==> src/rtl/wddl_eval_capture_if.sv <==
`default_nettype none
// ============================================================================
// Module   : wddl_eval_capture_if
// Purpose  : Bundles the rail, handshake and status signals between the WDDL
//            gate array / controlling logic (master) and the precharge/evaluate
//            capture stage (slave).
// Signals  : start_i, t_i, f_i, clr_cnt_i       master -> slave
//            prechrg_o, busy_o, valid_o, data_o,
//            err_o, err_mask_o, err_cnt_o        slave -> master
// Revision : 1.0 - initial release
// ============================================================================
interface wddl_eval_capture_if #(
  parameter int WIDTH = 8,
  parameter int CNT_W = 8
);
  logic             start_i;
  logic [WIDTH-1:0] t_i;
  logic [WIDTH-1:0] f_i;
  logic             clr_cnt_i;
  logic             prechrg_o;
  logic             busy_o;
  logic             valid_o;
  logic [WIDTH-1:0] data_o;
  logic             err_o;
  logic [WIDTH-1:0] err_mask_o;
  logic [CNT_W-1:0] err_cnt_o;

  modport master (
    output start_i, t_i, f_i, clr_cnt_i,
    input  prechrg_o, busy_o, valid_o, data_o, err_o, err_mask_o, err_cnt_o
  );

  modport slave (
    input  start_i, t_i, f_i, clr_cnt_i,
    output prechrg_o, busy_o, valid_o, data_o, err_o, err_mask_o, err_cnt_o
  );
endinterface
`default_nettype wire

==> src/rtl/wddl_eval_capture.sv <==
`default_nettype none
// ============================================================================
// Module   : wddl_eval_capture
// Purpose  : Precharge/evaluate sequencer and dual-rail capture stage for a
//            WDDL gate array. Drives the shared precharge net, checks for the
//            all-zero spacer at the end of precharge and for one-hot rail
//            pairs at the evaluate sample point, captures the true rails and
//            keeps a saturating count of faulty operations.
// Ports    : clk_i      clock, rising edge
//            rst_i      asynchronous active-high reset
//            bus        wddl_eval_capture_if.slave (start, rails, counter
//                       clear in; precharge, busy, valid, data, error
//                       flag/mask and error count out)
// Revision : 1.0 - initial release
// ============================================================================
module wddl_eval_capture #(
  parameter int WIDTH       = 8,
  parameter int EVAL_CYCLES = 1,
  parameter int CNT_W       = 8
) (
  input  wire                    clk_i,
  input  wire                    rst_i,
  wddl_eval_capture_if.slave     bus
);

  localparam int                  c_eval_w    = (EVAL_CYCLES > 1) ? $clog2(EVAL_CYCLES) : 1;
  localparam logic [c_eval_w-1:0] c_eval_load = c_eval_w'(EVAL_CYCLES - 1);
  localparam logic [CNT_W-1:0]    c_cnt_max   = '1;

  typedef enum logic [1:0] {
    S_IDLE = 2'd0,
    S_PRE  = 2'd1,
    S_EVAL = 2'd2
  } state_t;

  state_t              r_state;
  logic [c_eval_w-1:0] r_eval_cnt;
  logic [WIDTH-1:0]    r_pend_mask;
  logic                r_prechrg;
  logic                r_valid;
  logic                r_err;
  logic [WIDTH-1:0]    r_data;
  logic [WIDTH-1:0]    r_err_mask;
  logic [CNT_W-1:0]    r_err_cnt;

  logic                w_sample;
  logic [WIDTH-1:0]    w_op_mask;
  logic                w_faulty;

  // A valid evaluated pair is exactly one-hot; 00 and 11 both flag.
  assign w_sample  = (r_state == S_EVAL) && (r_eval_cnt == '0);
  assign w_op_mask = r_pend_mask | ~(bus.t_i ^ bus.f_i);
  assign w_faulty  = w_sample && (|w_op_mask);

  always_ff @(posedge clk_i or posedge rst_i) begin
    if (rst_i) begin
      r_state     <= S_IDLE;
      r_eval_cnt  <= '0;
      r_pend_mask <= '0;
      r_prechrg   <= 1'b1;   // gates precharge as soon as reset asserts
      r_valid     <= 1'b0;
      r_err       <= 1'b0;
      r_data      <= '0;
      r_err_mask  <= '0;
      r_err_cnt   <= '0;
    end else begin
      r_valid <= 1'b0;
      r_err   <= 1'b0;

      case (r_state)
        S_IDLE: begin
          if (bus.start_i) begin
            r_state     <= S_PRE;
            r_pend_mask <= '0;
          end
        end
        S_PRE: begin
          // Any rail high at the end of precharge is a broken spacer.
          r_pend_mask <= bus.t_i | bus.f_i;
          r_eval_cnt  <= c_eval_load;
          r_prechrg   <= 1'b0;
          r_state     <= S_EVAL;
        end
        S_EVAL: begin
          if (r_eval_cnt == '0) begin
            r_data     <= bus.t_i;
            r_err_mask <= w_op_mask;
            r_err      <= |w_op_mask;
            r_valid    <= 1'b1;
            r_prechrg  <= 1'b1;
            r_state    <= S_IDLE;
          end else begin
            r_eval_cnt <= r_eval_cnt - 1'b1;
          end
        end
        default: begin
          r_state   <= S_IDLE;
          r_prechrg <= 1'b1;
        end
      endcase

      // Clear wins over a coincident increment.
      if (bus.clr_cnt_i) begin
        r_err_cnt <= '0;
      end else if (w_faulty && (r_err_cnt != c_cnt_max)) begin
        r_err_cnt <= r_err_cnt + 1'b1;
      end
    end
  end

  assign bus.prechrg_o  = r_prechrg;
  assign bus.busy_o     = (r_state != S_IDLE);
  assign bus.valid_o    = r_valid;
  assign bus.data_o     = r_data;
  assign bus.err_o      = r_err;
  assign bus.err_mask_o = r_err_mask;
  assign bus.err_cnt_o  = r_err_cnt;

endmodule
`default_nettype wire
==> src/flat_wrapper.sv <==
// flat-port wrapper written by rule: the top's interface ports become plain ports
module wddl_eval_capture_flat 
#(
  parameter int WIDTH       = 8,
  parameter int EVAL_CYCLES = 1,
  parameter int CNT_W       = 8
)
  (clk_i, rst_i, bus_start_i, bus_t_i, bus_f_i, bus_clr_cnt_i, bus_prechrg_o, bus_busy_o, bus_valid_o, bus_data_o, bus_err_o, bus_err_mask_o, bus_err_cnt_o);
  wddl_eval_capture_if #(.WIDTH(WIDTH), .CNT_W(CNT_W)) bus_i ();
  input  wire clk_i;
  input  wire rst_i;
  input wire logic [$bits(bus_i.start_i)-1:0] bus_start_i;
  input wire logic [$bits(bus_i.t_i)-1:0] bus_t_i;
  input wire logic [$bits(bus_i.f_i)-1:0] bus_f_i;
  input wire logic [$bits(bus_i.clr_cnt_i)-1:0] bus_clr_cnt_i;
  output wire logic [$bits(bus_i.prechrg_o)-1:0] bus_prechrg_o;
  output wire logic [$bits(bus_i.busy_o)-1:0] bus_busy_o;
  output wire logic [$bits(bus_i.valid_o)-1:0] bus_valid_o;
  output wire logic [$bits(bus_i.data_o)-1:0] bus_data_o;
  output wire logic [$bits(bus_i.err_o)-1:0] bus_err_o;
  output wire logic [$bits(bus_i.err_mask_o)-1:0] bus_err_mask_o;
  output wire logic [$bits(bus_i.err_cnt_o)-1:0] bus_err_cnt_o;
  assign bus_i.start_i = bus_start_i;
  assign bus_i.t_i = bus_t_i;
  assign bus_i.f_i = bus_f_i;
  assign bus_i.clr_cnt_i = bus_clr_cnt_i;
  assign bus_prechrg_o = bus_i.prechrg_o;
  assign bus_busy_o = bus_i.busy_o;
  assign bus_valid_o = bus_i.valid_o;
  assign bus_data_o = bus_i.data_o;
  assign bus_err_o = bus_i.err_o;
  assign bus_err_mask_o = bus_i.err_mask_o;
  assign bus_err_cnt_o = bus_i.err_cnt_o;
  wddl_eval_capture #(.WIDTH(WIDTH), .EVAL_CYCLES(EVAL_CYCLES), .CNT_W(CNT_W)) u_core (.clk_i(clk_i), .rst_i(rst_i), .bus(bus_i));
endmodule
==> config.mk <==
export PLATFORM = sky130hd
export DESIGN_NAME = wddl_eval_capture_flat
export DESIGN_NICKNAME = d
export VERILOG_FILES = /design/src/rtl/wddl_eval_capture_if.sv /design/src/rtl/wddl_eval_capture.sv /design/src/flat_wrapper.sv
export SDC_FILE = /design/constraint.sdc
export NUM_CORES = 1
export LEC_CHECK = 0
export CAP_MARGIN = 20
export CORE_MARGIN = 1
export CORE_UTILIZATION = 41
export CTS_BUF_LIST = sky130_fd_sc_hd__clkbuf_16
export CTS_CLUSTER_SIZE = 24
export DETAILED_ROUTE_END_ITERATION = 10
export GPL_ROUTABILITY_DRIVEN = 0
export PLACE_DENSITY = 0.74
export SYNTH_ARGS = -nofsm -noshare
export SYNTH_HDL_FRONTEND = slang
export SYNTH_SLANG_ARGS = --single-unit
==> constraint.sdc <==
create_clock -name clk_i -period 1.98 [get_ports clk_i]
set_clock_uncertainty 0.05 [all_clocks]
set_input_delay 0.198 -clock clk_i [delete_from_list [all_inputs] [get_ports clk_i]]
set_output_delay 0.198 -clock clk_i [all_outputs]
set_load 0.02 [all_outputs]
Word-level counts from Yosys, hierarchy flattened
Index checks and enable logic that the tools add are counted.
- $add $sub $neg: 2
- equality and inequality tests: 5
- muxes and demuxes: 15
- bitwise logic cells: 6
- reduce and logical (&&, ||, !) cells: 13
- operators by type and width (cell ; number):
    two-way mux 8 bit ; 3
    bitwise OR 8 bit ; 2
    case mux 8 bit (2 select lines) ; 1
    adder 8 x 1 -> 8 bit, second input constant ; 1
    != test 8 bit, second input constant ; 1
    NOT 8 bit ; 1
    AND reduction 2 bit ; 4
    nonzero test 2 bit ; 4
    OR reduction 8 bit ; 1
    bitwise XOR 8 bit ; 1
    two-way mux 1 bit ; 6
    case mux 2 bit (3 select lines) ; 1
    two-way mux 2 bit ; 2
    != test 2 bit, second input constant ; 2
    logical AND 1 bit ; 3
    case mux 1 bit (3 select lines) ; 1
    equality test 2 x 1 -> 1 bit, second input constant ; 1
    equality test 2 bit, second input constant ; 1
    logical NOT 2 bit ; 1
    NOT 1 bit ; 2
    case mux 1 bit (2 select lines) ; 1
    subtractor 1 bit, second input constant ; 1
- register bits after elaboration: 38
- input bits: 20
- output and inout port bits: 28
- word-level logic and storage cells: 50

Longest topological paths before layout
- depth after elaboration: 8
- mapped depth: 7
- mapped depth without buffers: 6

Worst setup path before layout
No wires, ideal clock.
- kind: input-to-reg
- start point: input bus_f_i[7]
- end point: register u_core.r_err_cnt[0], in the netlist u_core.bus.err_cnt_o[0]
- library setup time: 0.125 ns
- arrival: 1.466 ns
- setup slack: 0.338 ns
- stages: 6
- cell sequence: inv_1 -> ha_1 -> and4bb_1 -> a41oi_4 -> o21a_2 -> mux2_4
- word-level cells in the longest chain between the ends: 7
- RTL lines (element ; line ; source):
    start: declaration ; flat_wrapper.sv:14 ; input wire logic [$bits(bus_i.f_i)-1:0] bus_f_i;
    bitwise XOR 8 bit ; wddl_eval_capture.sv:52 ; assign w_op_mask = r_pend_mask | ~(bus.t_i ^ bus.f_i);
    NOT 8 bit ; wddl_eval_capture.sv:52 ;
    bitwise OR 8 bit ; wddl_eval_capture.sv:52 ;
    OR reduction 8 bit ; wddl_eval_capture.sv:53 ; assign w_faulty = w_sample && (|w_op_mask);
    logical AND 1 bit ; wddl_eval_capture.sv:53 ;
    logical AND 1 bit ; wddl_eval_capture.sv:105 ; end else if (w_faulty && (r_err_cnt != c_cnt_max)) begin
    nonzero test 2 bit (no source line) ; -- ;
    end signal: assignment ; wddl_eval_capture.sv:106 ; r_err_cnt <= r_err_cnt + 1'b1;
    end: declaration ; wddl_eval_capture.sv:44 ; logic [CNT_W-1:0] r_err_cnt;
Every way passes these cells.
A chain may end at the register's enable or synchronous reset.

Final worst setup path
- start point: input bus_f_i[3]
- end point: register u_core.r_err_cnt[0], in the netlist u_core.bus.err_cnt_o[0]
The elaborated chain is that of the path after synthesis.

==> flow_metrics.tcl <==
set metrics [dict create \
    status "finished, final reports clean" \
    crit_fanout 6 \
    worst_slew_pin_slew_ns 0.628 \
    rows 23 \
    grt_overflow 0 \
    cts_hold_buf 0 \
    cts_buffer_depth 2 \
    worstPathRequired_ns 2.09 \
    antenna_found_initial 0 \
    worstPathArrival_ns 2.04 \
    cts_root_buf "clkbuf_16" \
    initial_core_util_pct 43.8 \
    synthTopCellsByCount "dfrtp_1 (36), inv_1 (30), nand2_1 (19)" \
    drcViolationCount 0 \
    final_nets 260 \
    reg2reg_from "u_core.r_state[0]" \
    slew_headroom_pct 58.1 \
    fmax_mhz 519 \
    vias 1381 \
    postCtsSetupBuffers 0 \
    cts_max_level 2 \
    clkTransAtPathRegs_ns 0.05 \
    holdPathStages 3 \
    final_area_um2 2530 \
    synth_nets 206 \
    setup_viol 0 \
    fp.dieArea_um2 4660 \
    post_cts_resize_count 0 \
    drt_first_iter_violations 48 \
    period_share_pct 97.3 \
    areaGrowthSynthToFinish_pct 40.6 \
    grt_max_degree 38 \
    drtAntennaViolNets 0 \
    clk_latency_ns 0.28 \
    yosys_warnings 0 \
    port_buffers 47 \
    synth_edf_count 0 \
    die_w_um 68.3 \
    r2r_cells 4 \
    grt_pass1_wl_mm 5.82 \
    dp_cells 274 \
    syn_avg_cell_area_um2 10.2 \
    finalHoldViolCount 0 \
    drive_above_1_share_pct 13.4 \
    end_kind "flip-flop" \
    grt_pass1_vias 1245 \
    grt_usage_pct 17.8 \
    clock_sinks 37 \
    power_density_nw_per_um2 1050 \
    hold_path_end "u_core.bus.data_o[3]" \
    fillers 350 \
    synthTopCellsByArea "dfrtp_1 (50%), ha_1 (6.3%), inv_1 (6.3%)" \
    dpl_cell_area_um2 2330 \
    synth_top_area_share_pct 50.0 \
    dp_hpwl_mm 2.56 \
    cts_tree "done" \
    setup_tns_ns 0 \
    min_from "bus_t_i[3]" \
    fin_cells 282 \
    drv_cap 0 \
    routed_wirelength_mm 3.70 \
    core_area_um2 4120 \
    postLayoutCoreUtil_pct 61.6 \
    ys_seq_area_share_pct 51.5 \
    synth_area_um2 1800 \
    syn_inst 177 \
    whs_ns 0.182 \
    dieHeight_um 68.3 \
    crit_type "input port to flip-flop" \
    ys_ff_latch 37 \
    vias_per_cell 4.90 \
    ir_worst_vdd_mv 0.594 \
    diodes 0 \
    worstReg2RegEnd "u_core.bus.err_cnt_o[0]" \
    hold_path.class "input port to flip-flop" \
    synth_cell_types 41 \
    rrSetupSlack_ns 0.34 \
    drv_slew 0 \
    synth_top_cell_by_area "dfrtp_1" \
    cts_buffers 5 \
    p_leak_uw 0.00116 \
    firstDrtPassIters 4 \
    wl_per_cell_um 13.1 \
    start_kind "input port" \
    rsz0062_at_grt "false" \
    fin_crit_ns 1.93 \
    yosys.cell_count.top_type "dfrtp_1" \
    ys.flop_type "dfrtp_1" \
    io_pins 48 \
    synth-async-reset-ratio_pct 100 \
]
==> routing by layer <==
metal  vias up  part of all wire, %  global-route usage [%]
met1       638                   45                    22.1
met3         8                  5.1                    5.50
met2        34                   47                    28.2
met5         -                    0                       0
met4         0                  1.9                    7.81
li1        701                    -                       -
==> registers in the layout, summed over array words and instances, names as in the netlist <==
| name | count |
|---|---|
| u_core.bus.err_o | 1 |
| u_core.r_state | 2 |
| u_core.bus.err_cnt_o | 8 |
| u_core.bus.valid_o | 1 |
| u_core.bus.data_o | 8 |
| u_core.r_pend_mask | 8 |
| u_core.bus.prechrg_o | 1 |
| u_core.bus.err_mask_o | 8 |
==> final cells by class <==
| class | count | area (µm²) | area share (%) |
|---|---|---|---|
| flip-flops and latches | 37 | 927 | 36.6 |
| multi-input cells | 104 | 781 | 30.8 |
| repair buffers | 52 | 510 | 20.1 |
| clock buffers | 5 | 125 | 4.94 |
| inverters | 31 | 116 | 4.59 |
| well taps | 50 | 62.6 | 2.47 |
| clock inverters | 3 | 11.3 | 0.444 |
==> power breakdown <==
part / switching, µW / total (µW) / internal [µW]
logic: 438 / 868 / 429
clock network: 275 / 727 / 452
registers: 107 / 1050 / 946
==> placed cells by master, fill, tap and decap left out, drive strengths merged, types with 2 or more instances in the layout <==
master          n
nand2          19
mux2            2
dfrtp          36
inv            33
nand2b          4
and4            2
buf             5
nor2b           3
nand3           2
and3            2
nor2           11
a21oi           5
o21ai          16
clkdlybuf4s50  46
nand4           2
and4bb          4
a31oi           8
clkbuf          5
nor3            3
ha              9
a31o            2
==> logic make-up after synthesis <==
kind of cell | synth area share [%]
adders and majority gates | 6.25
buffers and inverters | 8.68
and+or+nand+nor | 18.8
AOI/OAI and AO/OA | 12.6
muxes | 2.22
DFF | 51.5
==> worst max-delay path, cell delays in order <==
cell             delay (ns)
clkdlybuf4s50_1        0.46
inv_1                  0.04
ha_1                   0.29
and4bb_2               0.28
a41oi_4                0.26
o21a_2                 0.22
mux2_4                 0.29
==> stage by stage <==
step / total power (µW) / setup WS (ns)
floorplan: 1510 / 0.338
global placement: 1910 / -0.237
detailed placement: 1920 / -0.247
CTS: 2670 / 0.00877
global route: 2800 / 0.00164
finish: 2650 / 0.0539
==> worst max path at each step <==
stage,startpoint,to
finish,bus_f_i[3],u_core.bus.err_cnt_o[0]
CTS,bus_f_i[7],u_core.bus.err_cnt_o[0]
global placement,bus_f_i[7],u_core.bus.err_cnt_o[0]
global route,bus_f_i[3],u_core.bus.err_cnt_o[0]
detailed placement,bus_f_i[7],u_core.bus.err_cnt_o[0]
floorplan,bus_f_i[7],u_core.bus.err_cnt_o[0]
No activity file was read; power rests on OpenSTA's default activity.
